## src/rtl/spi_slave_rx_if.sv

```systemverilog
// rtl/spi_slave_rx_if.sv - SPI slave receiver pin and strobe bundle; SPI_RX_MISO_EN adds the MISO side
interface spi_slave_rx_if #(
    parameter int DATA_WIDTH = 8
);
    logic                  spi_sclk;
    logic                  spi_mosi;
    logic                  spi_cs_n;
    logic                  data_bit;
    logic                  bit_valid;
    logic [DATA_WIDTH-1:0] data_byte;
    logic                  byte_valid;
    logic                  busy;
    logic                  frame_err;
`ifdef SPI_RX_MISO_EN
    logic [DATA_WIDTH-1:0] tx_byte;
    logic                  spi_miso;
`endif

    modport slave (
        input  spi_sclk, spi_mosi, spi_cs_n,
        output data_bit, bit_valid, data_byte, byte_valid, busy, frame_err
`ifdef SPI_RX_MISO_EN
        , input tx_byte, output spi_miso
`endif
    );

    modport master (
        output spi_sclk, spi_mosi, spi_cs_n,
        input  data_bit, bit_valid, data_byte, byte_valid, busy, frame_err
`ifdef SPI_RX_MISO_EN
        , output tx_byte, input spi_miso
`endif
    );
endinterface

```

## src/rtl/spi_slave_rx.sv

```systemverilog
// rtl/spi_slave_rx.sv - SPI mode-0 slave receiver with bit/word strobes; SPI_RX_MISO_EN adds a MISO transmitter
module spi_slave_rx #(
    parameter int DATA_WIDTH  = 8,
    parameter int SYNC_STAGES = 2,
    parameter bit MSB_FIRST   = 1'b1
) (
    input logic          clk,
    input logic          rst,
    spi_slave_rx_if.slave bus
);
    localparam int CW = (DATA_WIDTH > 1) ? $clog2(DATA_WIDTH) : 1;
    localparam logic [CW-1:0] LAST = CW'(DATA_WIDTH - 1);

    typedef enum logic {IDLE, ACTIVE} state_t;

    logic [SYNC_STAGES-1:0] sclk_sync, mosi_sync, cs_sync;
    logic                   sclk_prev;
    logic                   sclk_s, mosi_s, cs_s, rise;

    state_t                 state;
    logic [CW-1:0]          cnt;
    logic [DATA_WIDTH-2:0]  sr;
    logic [DATA_WIDTH-1:0]  sr_full;
    logic                   data_bit_q, bit_valid_q, byte_valid_q, busy_q, frame_err_q;
    logic [DATA_WIDTH-1:0]  data_byte_q;

    always_ff @(posedge clk or posedge rst) begin
        if (rst) begin
            sclk_sync <= '0;
            mosi_sync <= '0;
            cs_sync   <= '1;
            sclk_prev <= 1'b0;
        end else begin
            sclk_sync <= {sclk_sync[SYNC_STAGES-2:0], bus.spi_sclk};
            mosi_sync <= {mosi_sync[SYNC_STAGES-2:0], bus.spi_mosi};
            cs_sync   <= {cs_sync[SYNC_STAGES-2:0], bus.spi_cs_n};
            sclk_prev <= sclk_s;
        end
    end

    assign sclk_s = sclk_sync[SYNC_STAGES-1];
    assign mosi_s = mosi_sync[SYNC_STAGES-1];
    assign cs_s   = cs_sync[SYNC_STAGES-1];
    assign rise   = sclk_s & ~sclk_prev;

    // Only DATA_WIDTH-1 bits of history are kept; the incoming bit completes the word.
    always_comb begin
        sr_full = '0;
        if (MSB_FIRST) sr_full = {sr, mosi_s};
        else           sr_full = {mosi_s, sr};
    end

    always_ff @(posedge clk or posedge rst) begin
        if (rst) begin
            state        <= IDLE;
            cnt          <= '0;
            sr           <= '0;
            data_bit_q   <= 1'b0;
            bit_valid_q  <= 1'b0;
            data_byte_q  <= '0;
            byte_valid_q <= 1'b0;
            busy_q       <= 1'b0;
            frame_err_q  <= 1'b0;
        end else begin
            bit_valid_q  <= 1'b0;
            byte_valid_q <= 1'b0;
            frame_err_q  <= 1'b0;
            case (state)
                IDLE: begin
                    if (!cs_s) begin
                        state  <= ACTIVE;
                        busy_q <= 1'b1;
                        cnt    <= '0;
                    end
                end
                ACTIVE: begin
                    // Chip-select release takes priority over a coincident SCLK rise.
                    if (cs_s) begin
                        state       <= IDLE;
                        busy_q      <= 1'b0;
                        frame_err_q <= (cnt != '0);
                        cnt         <= '0;
                    end else if (rise) begin
                        data_bit_q  <= mosi_s;
                        bit_valid_q <= 1'b1;
                        sr          <= MSB_FIRST ? sr_full[DATA_WIDTH-2:0] : sr_full[DATA_WIDTH-1:1];
                        if (cnt == LAST) begin
                            data_byte_q  <= sr_full;
                            byte_valid_q <= 1'b1;
                            cnt          <= '0;
                        end else begin
                            cnt <= cnt + 1'b1;
                        end
                    end
                end
                default: state <= IDLE;
            endcase
        end
    end

    assign bus.data_bit   = data_bit_q;
    assign bus.bit_valid  = bit_valid_q;
    assign bus.data_byte  = data_byte_q;
    assign bus.byte_valid = byte_valid_q;
    assign bus.busy       = busy_q;
    assign bus.frame_err  = frame_err_q;

`ifdef SPI_RX_MISO_EN
    logic                  fall;
    logic [DATA_WIDTH-1:0] tx_sr;
    logic                  miso_q;
    logic                  word_done;

    assign fall = ~sclk_s & sclk_prev;

    // MISO changes on SCLK falls; a completed word makes the next fall reload tx_byte.
    always_ff @(posedge clk or posedge rst) begin
        if (rst) begin
            tx_sr     <= '0;
            miso_q    <= 1'b0;
            word_done <= 1'b0;
        end else if (state == IDLE) begin
            word_done <= 1'b0;
            if (!cs_s) begin
                tx_sr  <= bus.tx_byte;
                miso_q <= MSB_FIRST ? bus.tx_byte[DATA_WIDTH-1] : bus.tx_byte[0];
            end else begin
                miso_q <= 1'b0;
            end
        end else if (cs_s) begin
            miso_q    <= 1'b0;
            word_done <= 1'b0;
        end else begin
            if (rise && cnt == LAST) word_done <= 1'b1;
            if (fall) begin
                word_done <= 1'b0;
                if (word_done) begin
                    tx_sr  <= bus.tx_byte;
                    miso_q <= MSB_FIRST ? bus.tx_byte[DATA_WIDTH-1] : bus.tx_byte[0];
                end else begin
                    tx_sr  <= MSB_FIRST ? (tx_sr << 1) : (tx_sr >> 1);
                    miso_q <= MSB_FIRST ? tx_sr[DATA_WIDTH-2] : tx_sr[1];
                end
            end
        end
    end

    assign bus.spi_miso = miso_q;
`endif
endmodule

```

## src/flat_wrapper.sv

```systemverilog
// flat-port wrapper written by rule: the top's interface ports become plain ports
module spi_slave_rx_flat 
#(
    parameter int DATA_WIDTH  = 8,
    parameter int SYNC_STAGES = 2,
    parameter bit MSB_FIRST   = 1'b1
)
  (clk, rst, bus_spi_sclk, bus_spi_mosi, bus_spi_cs_n, bus_data_bit, bus_bit_valid, bus_data_byte, bus_byte_valid, bus_busy, bus_frame_err);
  spi_slave_rx_if #(.DATA_WIDTH(DATA_WIDTH)) bus_i ();
  input logic clk;
  input logic rst;
  input wire logic [$bits(bus_i.spi_sclk)-1:0] bus_spi_sclk;
  input wire logic [$bits(bus_i.spi_mosi)-1:0] bus_spi_mosi;
  input wire logic [$bits(bus_i.spi_cs_n)-1:0] bus_spi_cs_n;
  output wire logic [$bits(bus_i.data_bit)-1:0] bus_data_bit;
  output wire logic [$bits(bus_i.bit_valid)-1:0] bus_bit_valid;
  output wire logic [$bits(bus_i.data_byte)-1:0] bus_data_byte;
  output wire logic [$bits(bus_i.byte_valid)-1:0] bus_byte_valid;
  output wire logic [$bits(bus_i.busy)-1:0] bus_busy;
  output wire logic [$bits(bus_i.frame_err)-1:0] bus_frame_err;
  assign bus_i.spi_sclk = bus_spi_sclk;
  assign bus_i.spi_mosi = bus_spi_mosi;
  assign bus_i.spi_cs_n = bus_spi_cs_n;
  assign bus_data_bit = bus_i.data_bit;
  assign bus_bit_valid = bus_i.bit_valid;
  assign bus_data_byte = bus_i.data_byte;
  assign bus_byte_valid = bus_i.byte_valid;
  assign bus_busy = bus_i.busy;
  assign bus_frame_err = bus_i.frame_err;
  spi_slave_rx #(.DATA_WIDTH(DATA_WIDTH), .SYNC_STAGES(SYNC_STAGES), .MSB_FIRST(MSB_FIRST)) u_core (.clk(clk), .rst(rst), .bus(bus_i));
endmodule
```

## config.mk

```make
export PLATFORM = sky130hd
export DESIGN_NAME = spi_slave_rx_flat
export DESIGN_NICKNAME = d
export VERILOG_FILES = /design/src/rtl/spi_slave_rx_if.sv /design/src/rtl/spi_slave_rx.sv /design/src/flat_wrapper.sv
export SDC_FILE = /design/constraint.sdc
export NUM_CORES = 1
export LEC_CHECK = 0
export BUFFER_PORTS_ARGS = -buffer_cell sky130_fd_sc_hd__clkbuf_2
export CAP_MARGIN = 5
export CORE_ASPECT_RATIO = 1.2
export CORE_MARGIN = 1
export CORE_UTILIZATION = 48
export DETAILED_ROUTE_END_ITERATION = 12
export PLACE_DENSITY = 0.74
export REMOVE_ABC_BUFFERS = 1
export SLEW_MARGIN = 10
export SYNTH_ARGS = -nofsm -noshare
export SYNTH_HDL_FRONTEND = slang
export SYNTH_SLANG_ARGS = --single-unit
```

## constraint.sdc

```tcl
create_clock -name clk -period 1.45 [get_ports clk]
set_input_delay 0.2175 -clock clk [delete_from_list [all_inputs] [get_ports clk]]
set_output_delay 0.2175 -clock clk [all_outputs]
set_load 0.1 [all_outputs]
```

==> flow_summary.ini, run 1 <==
[status]
status = completed

[synth]
synth.most_common_cell = dfrtp_1
synth_top_cell_area_share = 0.626
yosys_warnings = 0
yosysTopAreaCell = dfrtp_1
synth.avg_cell_area_um2 = 15.3
async_reset_ff_frac = 1.00
netlist_top_cells_area = dfrtp_1, mux2_2, dfstp_2, ha_1, inv_1
synth_edf_count = 0
yosys-top-cells-count = dfrtp_1, mux2_2, inv_1
synthDistinctLibCells = 16
synth_flop_cell = dfrtp_1
syn_area_um2 = 1120
synth-seq-area-share = 0.673
syn_inst = 73
synth-seq-cells = 30

[floorplanning]
die_w_um = 46.1
dieArea_um2 = 2530
placeableCoreArea_um2 = 2120
ios = 18
initial_core_util = 0.528
die_h_um = 54.9
std_cell_rows = 18

[route]
via_count = 646
drt.antenna.violating_nets = 0
dr.pass1.iters = 3
drt-wirelength-per-cell_um = 13.0
vias_per_cell = 4.72
drcViolationCount = 0
drt-total-wl_mm = 1.79
drt_iter0_markers = 5

[worst_setup_path]
crit_end = u_core.bus.data_byte[3]
worstSetupStartpoint = u_core.cs_sync[1]
start_kind = flop
r2r-end = u_core.bus.data_byte[3]
crit_path_end_kind = flop
crit_type = reg -> reg
crit_path_max_fanout = 5
reg2reg_slack_ps = 60
critical_path_required_ps = 1650
worstPathArrival_ps = 1590
timing.rr.start = u_core.cs_sync[1]
rr_worst_depth = 3

[min_path]
hp-class = reg -> reg

[grt]
gr-usage-all-layers = 0.158
grt.overflow.total = 0
antenna_found_initial = 0
grt_pass1_vias = 604
grt_pass1_wl_mm = 2.61
grt_max_degree = 31

[timing]
worst_pin_slew_ps = 543
setup_ws_ps = 57.1
fin_hold_ws_ps = 356
final.min_clock_period_ps = 1390
grt_setup_unrepaired = false
fin_skew_ps = 10.7
finalSetupViolCount = 0
fmax_mhz = 718
hold_violations = 0
finalSetupTns_ps = 0
relSlewSlack = 0.639
fin_crit_sh = 0.961
finalMaxSlewViolations = 0

[clock_tree]
cts-root-buf = clkbuf_4
clkTransAtPathRegs_ps = 90
clk_latency_ps = 310
h-tree-depth = 2
max-clock-path-buffers = 2
numCtsBuffers = 5
cts.sinks = 30
cts_tree = yes

[layout]
layout.nets = 115
final_util = 0.660
fin_cells = 137
drive_above_1_share = 0.467
area_delta_synth_final_pct = 24.9
diodes = 0

[pwr]
p_per_area_nw_per_um2 = 1210
leakage_nw = 0.747
p_sw_w = 0.000458
internal_power_w = 0.00123
vdd_drop_max_uv = 1030
sw_frac_of_total = 0.271
power_frac_comb = 0.137
clkPwrFrac = 0.294
seqPwrFrac = 0.569

[placement]
hpwl_mm = 1.17
place_ws_ps = -24.7
dp_cells = 124
numPortBuffers = 17
gp_congestion = 0.709

[job]
drv_cap = 0
-- power by group through the flow --
stage,combinational (W),sequential (W),clock (W)
2_1_floorplan,0.0000874,0.00105,0
3_3_place_gp,0.000220,0.000972,0
3_5_place_dp,0.000225,0.000976,0
4_1_cts,0.000231,0.000962,0.000510
5_1_grt,0.000248,0.000974,0.000547
6_report,0.000232,0.000961,0.000497
-- critical path: stages, from the launching register on --
cell      delay [ps]
dfstp_2          540
and4bb_2         280
nand2_4          120
mux2_2           350
-- cells by family after synthesis --
kind of cell,synth area share
buffers and inverters,0.0235
XOR/XNOR,0.00783
AO/OA/AOI/OAI,0.0280
flip-flops,0.673
adder cells (fa/ha/maj),0.0447
AND/OR/NAND/NOR,0.0537
multiplexers,0.169
-- what timing repair did --
| item | CTS | global route |
|---|---|---|
| pin swaps | 0 | 1 |
| resized for setup | 1 | 1 |
| hold buffers | 2 | 2 |
| endpoints found under the setup margin | 7 | 7 |
| setup buffers | 0 | 0 |
| endpoints found under the hold margin | 29 | 2 |
| gates cloned | 0 | 1 |
-- cell type report --
class / count / area [um2]
clock buffer: 7 / 55.1
clock inverter: 1 / 5.00
fill: 172 / 719
inverter: 7 / 26.3
multi-input combinational: 37 / 350
sequential: 30 / 753
tap: 30 / 37.5
timing repair buffer: 25 / 170
-- metrics by stage --
stage               cell area (um2)  total power (W)
floorplan                      1120          0.00114
global placement               1290          0.00119
detailed placement             1290          0.00120
CTS                            1370          0.00170
global route                   1400          0.00177
finish                         1400          0.00169
-- cell usage in the layout, fill, tap and decap left out, drive strengths merged, types with 2 or more instances in the layout --
master       instances
and2b                2
buf                  5
clkbuf              23
dfrtp               28
dfstp                2
dlygate4sd3          4
ha                   4
inv                  7
mux2                15
mux2i                2
nand2                6
o21ai                2
-- sequential cells by signal (all words and copies together) (netlist names), 2 cells and up --
| signal | cells |
|---|---|
| u_core.bus.data_byte | 8 |
| u_core.cs_sync | 2 |
| u_core.sr | 7 |
| u_core.mosi_sync | 2 |
| u_core.sclk_sync | 2 |
| u_core.cnt | 3 |
-- metal layers --
layer | routed length (um) | global-route usage
met1 | 723 | 0.178
met2 | 976 | 0.263
met3 | 73 | 0.0594
met4 | 13 | 0.0735
met5 | 0 | 0
-- worst min path at each step --
stage	start	end	slack, ps	cells after the start
after floorplan	bus_spi_cs_n	u_core.cs_sync[0]	220	0
after global placement	rst	u_core.sclk_sync[0]	240	3
after detailed placement	rst	u_core.bus.data_byte[0]	240	3
after CTS	bus_spi_mosi	u_core.mosi_sync[0]	0.9	1
after global routing	u_core.mosi_sync[0]	u_core.mosi_sync[1]	360	0
final	u_core.mosi_sync[0]	u_core.mosi_sync[1]	360	0
No activity file was read; power rests on OpenSTA's default activity.
==> inputs of run 2 (changes only) <==
CORE_UTILIZATION = 53   (was 48)
PLACE_DENSITY = 0.78   (was 0.74)
clock period = 1.35 ns   (was 1.45 ns; I/O delays follow)
==> run 2 against run 1 <==
Against the previous run:
- the run now ends with DRC left
- clock skew is 0.56 ps lower
- worst setup slack worse by 53 ps
- die area is 9.1% lower
- first-iteration DRC count stayed put
- critical endpoint is now u_core.bus.data_byte[1]
- largest power group unchanged
==> flow_summary.ini, run 2 (synthesized netlist as in run 1, its figures left out) <==
[floorplanning]
die_w_um = 43.9
dieArea_um2 = 2300
die_h_um = 52.3
initial_core_util = 0.584
ios = 18
std_cell_rows = 17
placeableCoreArea_um2 = 1910

[min_path]
hp-class = reg -> reg
hp-start = u_core.mosi_sync[0]

[clock_tree]
cts-root-buf = clkbuf_4
numCtsBuffers = 5
clkTransAtPathRegs_ps = 90
cts.sinks = 30
cts_tree = yes
clk_latency_ps = 320
h-tree-depth = 2
max-clock-path-buffers = 2

[worst_setup_path]
worstPathArrival_ps = 1550
critical_path_required_ps = 1560
start_kind = flop
worstSetupStartpoint = u_core.cs_sync[1]
path_cells = and4bb_4 -> nand2_4 -> mux2_2
slowest_stage = dfstp_2
timing.rr.start = u_core.cs_sync[1]
max_stage_delay_ps = 560
crit_path_max_fanout = 5
crit_type = reg -> reg
crit_path_end_kind = flop

[grt]
grt.overflow.total = 0
grt_max_degree = 31
antenna_found_initial = 0
gr-usage-all-layers = 0.194
grt_pass1_vias = 701
grt_pass1_wl_mm = 2.93

[placement]
gp_congestion = 0.694
numPortBuffers = 17
placed_cell_area_um2 = 1330
hpwl_mm = 1.21
dp_cells = 116

[layout]
diodes = 0
area_delta_synth_final_pct = 34.1
multi_input_area_um2 = 415
layout_commonest_cell = dfrtp_1
final_cell_mix = dfrtp_1, buf_4, mux2_2
fillers = 122
final_area_um2 = 1500
fin_cells = 128
seq_area_um2 = 753
layout.nets = 119
largest_reg_flops = 8
drive_above_1_share = 0.514

[job]
drv_cap = 0

[timing]
fin_skew_ps = 10.2
finalSetupTns_ps = 0
grt_setup_unrepaired = true
relSlewSlack = 0.763
fin_crit_sh = 0.997
finalMaxSlewViolations = 0
fmax_mhz = 743
hold_violations = 0
worst_pin_slew_ps = 356
final.min_clock_period_ps = 1350
finalSetupViolCount = 0

[route]
drt-wirelength-per-cell_um = 14.3
drt.antenna.violating_nets = 0
via_count = 663
drt-total-wl_mm = 1.84
vias_per_cell = 5.18
drcViolationCount = 1
drt_iter0_markers = 5
dr.pass1.iters = 9

[status]
violations = DRC
status = finished with violations

[pwr]
leakage_nw = 0.822
vdd_drop_max_uv = 1180
p_per_area_nw_per_um2 = 1240
-- run 2: cell count changes in the layout (fill, tap and decap cells not counted), sizes merged --
cell,before,now
buf,5,21
clkbuf,23,10
clkinv,1,0
-- run 2: cell type report --
type / count / area share
Inverter: 7 / 0.0175
Sequential cell: 30 / 0.502
Multi-Input combinational cell: 37 / 0.277
Clock buffer: 6 / 0.0342
Tap cell: 19 / 0.0158
Timing Repair Buffer: 29 / 0.153
-- run 2: path summary, 6_finish.rpt --
path                                           endpoint  slack, ps  depth (start not counted)
worst max-delay path            u_core.bus.data_byte[1]          4                          3
worst min-delay path                u_core.mosi_sync[1]        340                          0
worst max register to register  u_core.bus.data_byte[1]          4                          3
worst min register to register      u_core.mosi_sync[1]        340                          0
max in group asynchronous             u_core.cs_sync[0]        560                          4
min in group asynchronous                 u_core.cnt[2]        480                          4
-- run 2: per-layer routing --
| layer | track usage | routed length, um | vias to the layer above |
|---|---|---|---|
| met5 | 0 | 0 | - |
| met3 | 0.103 | 75 | 2 |
| met2 | 0.328 | 949 | 18 |
| met4 | 0.0960 | 16 | 0 |
| met1 | 0.191 | 794 | 327 |
| li1 | - | - | 316 |
-- run 2: through the flow --
step           setup slack (ps)  total power [W]  utilization  hold slack [ps]
6_report                   3.76          0.00186        0.784              344
5_1_grt                   -30.6          0.00195        0.784              348
4_1_cts                   -32.9          0.00184        0.756              340
3_5_place_dp               -129          0.00132        0.692              267
3_3_place_gp              -85.3          0.00131        0.692              266
2_1_floorplan             -38.8          0.00122            -              207
-- run 2: report_power, final --
group	leakage [nW]	switching, W	internal [W]	total, W
Combinational	0.403	0.000162	0.000153	0.000316
Clock	0.0302	0.000273	0.000234	0.000507
Sequential	0.389	0.0000618	0.000977	0.00104
Total	0.822	0.000497	0.00136	0.00186
-- run 2: timing repair --
| item | 4_1_cts | 5_1_grt |
|---|---|---|
| hold buffers | 4 | 0 |
| endpoints found under the setup margin | 15 | 14 |
| gates resized for setup | 6 | 11 |
| buffers inserted | 0 | 1 |
| pin swaps | 3 | 3 |
| hold endpoints to repair | 31 | 0 |
| cloned | 1 | 0 |
-- run 2: critical path: cells and delay by family (launching register included) --
kind	cells	cell delay [ps]
muxes	1	340
DFF	1	560
and+or+nand+nor	2	340
